File: src/rtl/bus_alu_sequencer.sv
// bus_alu_sequencer: register file, Y/Z/HI/LO staging and ALU run as a four-state bus sequence per start request
module bus_alu_sequencer #(
  parameter int WIDTH = 32,
  parameter int NREG = 16,
  localparam int RW = $clog2(NREG),
  localparam int SW = $clog2(WIDTH)
) (
  input  logic             clk,
  input  logic             clr,
  input  logic             start,
  input  logic [2:0]       op,
  input  logic [RW-1:0]    ra,
  input  logic [RW-1:0]    rb,
  input  logic [RW-1:0]    rd,
  input  logic             ld_en,
  input  logic [RW-1:0]    ld_reg,
  input  logic [WIDTH-1:0] ld_data,
  input  logic [RW-1:0]    rd_sel,
  output logic [WIDTH-1:0] rd_data,
  output logic             busy,
  output logic             done,
  output logic [WIDTH-1:0] result,
  output logic [WIDTH-1:0] hi_out,
  output logic [WIDTH-1:0] lo_out
);
  typedef enum logic [1:0] {IDLE, LA, EX, WB} state_t;
  localparam logic [2:0] OP_ADD = 3'd0, OP_SUB = 3'd1, OP_AND = 3'd2, OP_OR = 3'd3,
                         OP_SHR = 3'd4, OP_SHL = 3'd5, OP_MUL = 3'd6;
  state_t state;
  logic [WIDTH-1:0] regs [NREG];
  logic [WIDTH-1:0] y, z_hi, z_lo, hi, lo, bus, alu_lo, alu_hi;
  logic [2*WIDTH-1:0] prod;
  logic [SW-1:0] shamt;
  logic [2:0] op_q;
  logic [RW-1:0] ra_q, rb_q, rd_q;
  assign bus = regs[state == LA ? ra_q : rb_q];
  assign shamt = bus[SW-1:0];
  // low 2*WIDTH bits of the sign-extended product equal the signed product
  assign prod = {{WIDTH{y[WIDTH-1]}}, y} * {{WIDTH{bus[WIDTH-1]}}, bus};
  assign alu_lo = op_q == OP_ADD ? y + bus :
                  op_q == OP_SUB ? y - bus :
                  op_q == OP_AND ? y & bus :
                  op_q == OP_OR  ? y | bus :
                  op_q == OP_SHR ? y >> shamt :
                  op_q == OP_SHL ? y << shamt :
                  op_q == OP_MUL ? prod[WIDTH-1:0] : y;
  assign alu_hi = op_q == OP_MUL ? prod[2*WIDTH-1:WIDTH] : '0;
  assign rd_data = regs[rd_sel];
  assign busy = state != IDLE;
  assign result = z_lo;
  assign hi_out = hi;
  assign lo_out = lo;
  // R0 is never written, so it reads as zero after reset
  always_ff @(posedge clk) begin
    if (clr) begin
      state <= IDLE;
      done <= 1'b0;
      y <= '0;
      z_hi <= '0;
      z_lo <= '0;
      hi <= '0;
      lo <= '0;
      op_q <= '0;
      ra_q <= '0;
      rb_q <= '0;
      rd_q <= '0;
      for (int i = 0; i < NREG; i++) regs[i] <= '0;
    end else begin
      done <= 1'b0;
      case (state)
        IDLE: begin
          if (ld_en && ld_reg != '0) regs[ld_reg] <= ld_data;
          if (start) begin
            op_q <= op;
            ra_q <= ra;
            rb_q <= rb;
            rd_q <= rd;
            state <= LA;
          end
        end
        LA: begin
          y <= bus;
          state <= EX;
        end
        EX: begin
          z_hi <= alu_hi;
          z_lo <= alu_lo;
          state <= WB;
        end
        WB: begin
          if (op_q == OP_MUL) begin
            hi <= z_hi;
            lo <= z_lo;
          end else if (rd_q != '0) regs[rd_q] <= z_lo;
          done <= 1'b1;
          state <= IDLE;
        end
        default: state <= IDLE;
      endcase
    end
  end
endmodule

File: config.mk
export PLATFORM = sky130hd
export DESIGN_NAME = bus_alu_sequencer
export DESIGN_NICKNAME = d
export VERILOG_FILES = /design/src/rtl/bus_alu_sequencer.sv
export SDC_FILE = /design/constraint.sdc
export NUM_CORES = 2
export LEC_CHECK = 0
export ABC_AREA = 1
export CELL_PAD_IN_SITES_DETAIL_PLACEMENT = 1
export CELL_PAD_IN_SITES_GLOBAL_PLACEMENT = 2
export CORE_MARGIN = 5
export CORE_UTILIZATION = 30
export DETAILED_ROUTE_END_ITERATION = 12
export PLACE_DENSITY = 0.8
export REMOVE_ABC_BUFFERS = 1
export SYNTH_ARGS = -nofsm -noshare
export SYNTH_HDL_FRONTEND = slang
export SYNTH_SLANG_ARGS = --single-unit
File: constraint.sdc
create_clock -name clk -period 9.7 [get_ports clk]
set_input_delay 1.455 -clock clk [delete_from_list [all_inputs] [get_ports clk]]
set_output_delay 1.455 -clock clk [all_outputs]
set_load 0.02 [all_outputs]
Yosys cells after proc, flatten, opt, wreduce, memory -nomap -nowiden
Memories as Yosys holds them, arrays and structs flattened.
Index checks and enable logic that the tools add are counted.
{"block": "word_totals", "reg_bits": 178, "wordCells": 68, "n_memories": 1, "mem_bits_ro": 0, "mem_bits_rw": 512, "latch_bits": 0, "output_inout_bits": 130}
{"block": "classes", "n_reduce_logical": 10, "muxes": 29, "add_sub_neg": 2, "shift": 2, "div": 0, "order_cmp": 0, "n_eq_ne": 10, "bitwise": 2, "n_mul": 1}
{"name": "regs", "words": 16, "width": 32, "read_ports": 2, "rd_ports_with_merged_regs": 0, "wr": 16, "line_no": "30", "rtl": "logic [WIDTH-1:0] regs [NREG];"}
{"cell": "$mux 32", "count": 10}
{"cell": "$mul 32x32->64", "count": 1}
{"cell": "$reduce_or 32->1", "count": 2}
{"cell": "$add 32x32->32", "count": 1}
{"cell": "$and 32x32->32", "count": 1}
{"cell": "$or 32x32->32", "count": 1}
{"cell": "$shl 32x5->32", "count": 1}
{"cell": "$shr 32x5->32", "count": 1}
{"cell": "$sub 32x32->32", "count": 1}
{"cell": "$mux 1", "count": 14}
{"cell": "$mux 4", "count": 3}
{"cell": "$eq 3x3->1 const B", "count": 3}
{"cell": "$pmux 2 s4", "count": 1}
{"cell": "$reduce_bool 4->1", "count": 2}
{"cell": "$eq 3x2->1 const B", "count": 2}
{"cell": "$eq 2x2->1 const B", "count": 2}
{"cell": "$reduce_and 2->1", "count": 2}
{"cell": "$eq 3x1->1 const B", "count": 1}
{"cell": "$logic_not 3->1", "count": 1}
{"cell": "$eq 2x1->1 const B", "count": 1}
{"cell": "$logic_not 2->1", "count": 1}
{"cell": "$mux 2", "count": 1}
{"cell": "$ne 2x2->1 const B", "count": 1}
{"cell": "$reduce_bool 2->1", "count": 1}
{"cell": "$logic_and 1x1->1", "count": 1}

Longest topological paths before layout
An unclocked memory read counts as a cell.
{"block": "depth", "depth_word": 11, "mapped_depth": 54}

Worst setup path before layout
No wires, ideal clock.
{"block": "synth_path", "path_type": "register to register", "from": "register state[1]", "to": "register z_hi[31]", "n_path_buf": 6, "t_arrival_ns": 9.077, "setup_slack_ns": 0.491, "stages_incl_launch_ff": 38, "path_cell_list": "dfxtp_1 inv_1 ha_1 inv_2 nand2_2 nand2_2 buf_4 buf_6 buf_4 buf_2 buf_1 a21oi_1 o311ai_0 nand2_1 buf_2 nor2_1 fa_1 fa_1 [... 2 more ...] inv_1 fa_1 inv_1 fa_1 inv_1 fa_1 inv_1 fa_1 ha_1 a21oi_1 inv_1 a21oi_1 o221ai_1 a21oi_1 o21ai_0 or2_1 nand3_1 a21oi_1"}
{"block": "synth_between", "elab_chain_len": 5, "elab_cells_between_ends": 6, "classes_between": "mul: 1; eq/ne: 2; mux: 2; memory: 1"}
{"element": "start: declaration", "line_no": "29", "rtl": "state_t state;"}
{"element": "start signal: assignment", "line_no": "56", "rtl": "state <= IDLE;"}
{"element": "start signal: assignment", "line_no": "78", "rtl": "state <= LA;"}
{"element": "start signal: assignment", "line_no": "83", "rtl": "state <= EX;"}
{"element": "$eq 2x1->1", "line_no": "36", "rtl": "assign bus = regs[state == LA ? ra_q : rb_q];"}
{"element": "$mux 4", "line_no": "36"}
{"element": "$mem_v2 16x32"}
{"element": "$mul 32x32->64", "line_no": "39", "rtl": "assign prod = {{WIDTH{y[WIDTH-1]}}, y} * {{WIDTH{bus[WIDTH-1]}}, bus};"}
{"element": "$mux 32", "line_no": "47", "rtl": "assign alu_hi = op_q == OP_MUL ? prod[2*WIDTH-1:WIDTH] : '0;"}
{"element": "end signal: assignment", "line_no": "86", "rtl": "z_hi <= alu_hi;"}
{"element": "end: declaration", "line_no": "31", "rtl": "logic [WIDTH-1:0] y, z_hi, z_lo, hi, lo, bus, alu_lo, alu_hi;"}
Several ways; a longest one is shown, not always the timed one.
A chain may end at the register's enable or synchronous reset.

Worst setup path after layout
{"block": "layout_path", "from": "register state[0]", "to": "register z_lo[27] (netlist: result[27])"}
{"block": "layout_between", "elab_chain_len": 11, "elab_cells_between_ends": 18, "classes_between": "add/sub: 2; mul: 1; eq/ne: 2; shift: 2; mux: 8; bitwise: 2; memory: 1"}
{"element": "$eq 2x1->1", "line_no": "36"}
{"element": "$mux 4", "line_no": "36"}
{"element": "$mem_v2 16x32"}
{"element": "$mul 32x32->64", "line_no": "39"}
{"element": "$mux 32", "line_no": "46", "rtl": "op_q == OP_MUL ? prod[WIDTH-1:0] : y;"}
{"element": "$mux 32", "line_no": "45", "rtl": "op_q == OP_SHL ? y << shamt :"}
{"element": "$mux 32", "line_no": "44", "rtl": "op_q == OP_SHR ? y >> shamt :"}
{"element": "$mux 32", "line_no": "43", "rtl": "op_q == OP_OR ? y | bus :"}
{"element": "$mux 32", "line_no": "42", "rtl": "op_q == OP_AND ? y & bus :"}
{"element": "$mux 32", "line_no": "41", "rtl": "op_q == OP_SUB ? y - bus :"}
{"element": "$mux 32", "line_no": "40", "rtl": "assign alu_lo = op_q == OP_ADD ? y + bus :"}
{"element": "end signal: assignment", "line_no": "87", "rtl": "z_lo <= alu_lo;"}
{"element": "end: declaration", "line_no": "31"}
Several ways; a longest one is shown, not always the timed one.

==> impl_metrics.py <==
metrics = {
    "min_path": {
        "holdPathEnd": "lo_out[10]",
        "min_from": "lo_out[10]",
        "hold_class": "flip-flop to flip-flop",
        "holdPathStages": 2,
    },
    "worst_setup_path": {
        "cp_data_required_time_ps": 10340,
        "r2r_start": "state[0]",
        "crit_top_cell": "nand2_1",
        "cpLargestDelayFamily": "adder cells",
        "endpoint_kind": "flip-flop",
        "regToRegSetupSlack_ps": 150,
        "crit_slowest_cell": "fa_1",
        "cp_max_fo": 15,
        "startpoint_type": "flip-flop",
        "arrival_ps": 10190,
        "cp_num_buf_inv": 16,
        "reg2regPathDepth": 50,
        "regToRegEndpoint": "result[27]",
        "path_class": "flip-flop to flip-flop",
        "cp_slowest_stage_delay_ps": 600,
    },
    "global_routing": {
        "grt_pass1_wl_mm": 541,
        "antenna_found_initial": 11,
        "grt_pass1_vias": 78400,
        "grt_use_total_pct": 26.9,
        "grt-ovfl-total": 0,
        "grt_max_degree": 170,
    },
    "placed_design": {
        "portBuffers": 188,
        "place.gp.congestion": 0.967,
        "hpwl_mm": 277,
    },
    "floorplan": {
        "dieArea_mm2": 0.271,
        "core_region_area_mm2": 0.259,
        "chipWidth_um": 520,
        "ios": 189,
        "num_rows": 187,
        "fp.dieH_um": 520,
        "floorplan.initialDensity_pct": 30.1,
    },
    "synth": {
        "ys_types": 55,
        "synth-seq-cells": 690,
        "synthTopCellsByCount": "nand2_1 (1641), inv_1 (1514), nor2_1 (1145), fa_1 (1084), a21oi_1 (661)",
        "async_reset_ff_share_pct": 0,
        "ys_seq_area_share_pct": 24.3,
        "postSynthCellCount": 9571,
        "synth_top_area_cell": "fa_1",
        "synth_area_leaders": "fa_1 (28%), edfxtp_1 (20%), nand2_1 (7.9%), inv_1 (7.3%), nor2_1 (5.5%)",
        "synth_flop_cell": "edfxtp_1",
        "synth_edf_count": 512,
        "avgSynthCellArea_um2": 8.16,
        "synth_top_area_share_pct": 27.8,
        "synth_most_common_cell": "nand2_1",
        "yosys_warnings": 0,
        "synth_area_mm2": 0.0781,
    },
    "timing": {
        "fin_tns_setup_ps": 0,
        "slew_viol_final": 0,
        "finalClockSkew_ps": 88.5,
        "fmax_mhz": 105,
        "hold_viol_final": 0,
        "holdWs_ps": 465,
        "worst_slew_pin_slew_ps": 1360,
        "min_period_over_period_pct": 98.5,
        "slew_headroom_pct": 9.36,
        "setup_viol": 0,
        "period_minus_slack_ps": 9550,
    },
    "cts": {
        "cts_tree": "built",
        "clock_latency_ps": 750,
        "clk_pin_slew_ps": 60,
        "cts_root_buf": "clkbuf_16",
        "ctsHoldBuffers": 0,
        "htreeDepth": 3,
        "cts_buffers": 79,
        "clk_path_buf_depth": 3,
        "clkSinkCount": 690,
    },
    "layout": {
        "area_growth_pct": 20.1,
        "final_util_pct": 36.2,
        "drive_above_1_share_pct": 13.1,
        "regArea_mm2": 0.0189,
        "final_nets": 11600,
        "fillers": 30700,
        "multi_input_area_mm2": 0.0516,
    },
    "detailed_routing": {
        "vias_per_cell": 5.42,
        "drc": 0,
        "vias": 74000,
        "wirelength_mm": 375,
        "wl_per_cell_um": 27.5,
        "drtIter0Drc": 6878,
        "ant_nets": 0,
        "drtPass1Iterations": 6,
    },
    "job": {
        "cap_violations": 0,
    },
    "run_status": {
        "status": "finished clean",
    },
}
## worst reg2reg max path, delay by kind of cell, from the launching register on
family          cells  cell delay [ps]
compound gates      3              620
xor+xnor            1              190
fa+ha+maj          10             4380
buf+inv            16             1870
flops               1              380
simple gates       20             2050
## cells in the final DEF (no fill, tap or decap), drive strengths merged, types with 32 or more instances in the layout
cell / netlist / layout
inv: 1534 / 1534
nor2: 1149 / 1149
clkbuf: 402 / 114
clkinv: 19 / 50
ha: 286 / 286
o21ai: 528 / 528
fa: 1084 / 1084
dfxtp: 178 / 178
xor2: 40 / 40
nand2: 1674 / 1675
o211ai: 199 / 199
mux2i: 87 / 87
conb: 1 / 32
edfxtp: 512 / 512
o221ai: 78 / 78
nand3: 640 / 640
buf: 237 / 924
clkdlybuf4s50: 0 / 183
a21oi: 661 / 661
## logic make-up (layout without fill, tap and decap cells)
kind of cell / after synthesis / in the layout / synth area share, %
fa+ha+maj: 1370 / 1370 / 32.4
xor+xnor: 56 / 56 / 0.628
mux: 87 / 87 / 1.12
compound gates: 1624 / 1624 / 12.0
flops: 690 / 690 / 24.3
simple gates: 3551 / 3552 / 18.6
other cells: 1 / 41 / 0.00480
buf+inv: 2192 / 2820 / 11.0
## stage by stage
step	instances	instance area, um^2	setup slack [ps]
after global placement	13400	89400	-303
after global routing	13600	93700	-120
final	13600	93800	147
after CTS	13600	92300	3.98
after floorplan	8963	75400	-6530
after detailed placement	13400	89400	-416
## metal layers
metal  up-vias  GRT usage [%]  routed length [um]
met3       891           4.62               30800
met2      3426           44.0              173000
li1      31600              -                   -
met5         -              0                  61
met1     38000           34.5              149000
met4         8           12.6               22400
## worst max path at each step
| stage | start | end | slack (ps) | depth (start not counted) |
|---|---|---|---|---|
| after floorplan | state[1] | result[28] | -6530 | 40 |
| after global placement | state[1] | z_hi[25] | -300 | 43 |
| after detailed placement | state[1] | result[28] | -420 | 46 |
| after CTS | state[1] | result[27] | 4 | 45 |
| after global routing | state[0] | z_hi[25] | -120 | 44 |
| final | state[0] | result[27] | 150 | 50 |
## timing repair
action | 4_1_cts | 5_1_grt
resized for setup | 47 | 209
setup buffers | 6 | 31
setup endpoints to repair | 31 | 37
cloned | 1 | 15
pin swaps | 17 | 62
## sequential cells by signal (all words and copies together) (netlist names), 3 cells and up
signal / cells
hi_out: 32
result: 32
ra_q: 4
op_q: 3
rd_q: 4
regs: 512
z_hi: 32
rb_q: 4
y: 32
lo_out: 32
## final cells by class
cell class              instances  area share (%)
multi-input cells            6721            55.1
flip-flops and latches        690            20.2
repair buffers               1122            11.0
inverters                    1553            6.25
well taps                    3402            4.54
clock buffers                  99            2.21
clock inverters                46           0.657
diodes                          9          0.0240
Power is not shown: default switching activity piles up to over one toggle a cycle in this logic, so the estimate is an artifact.
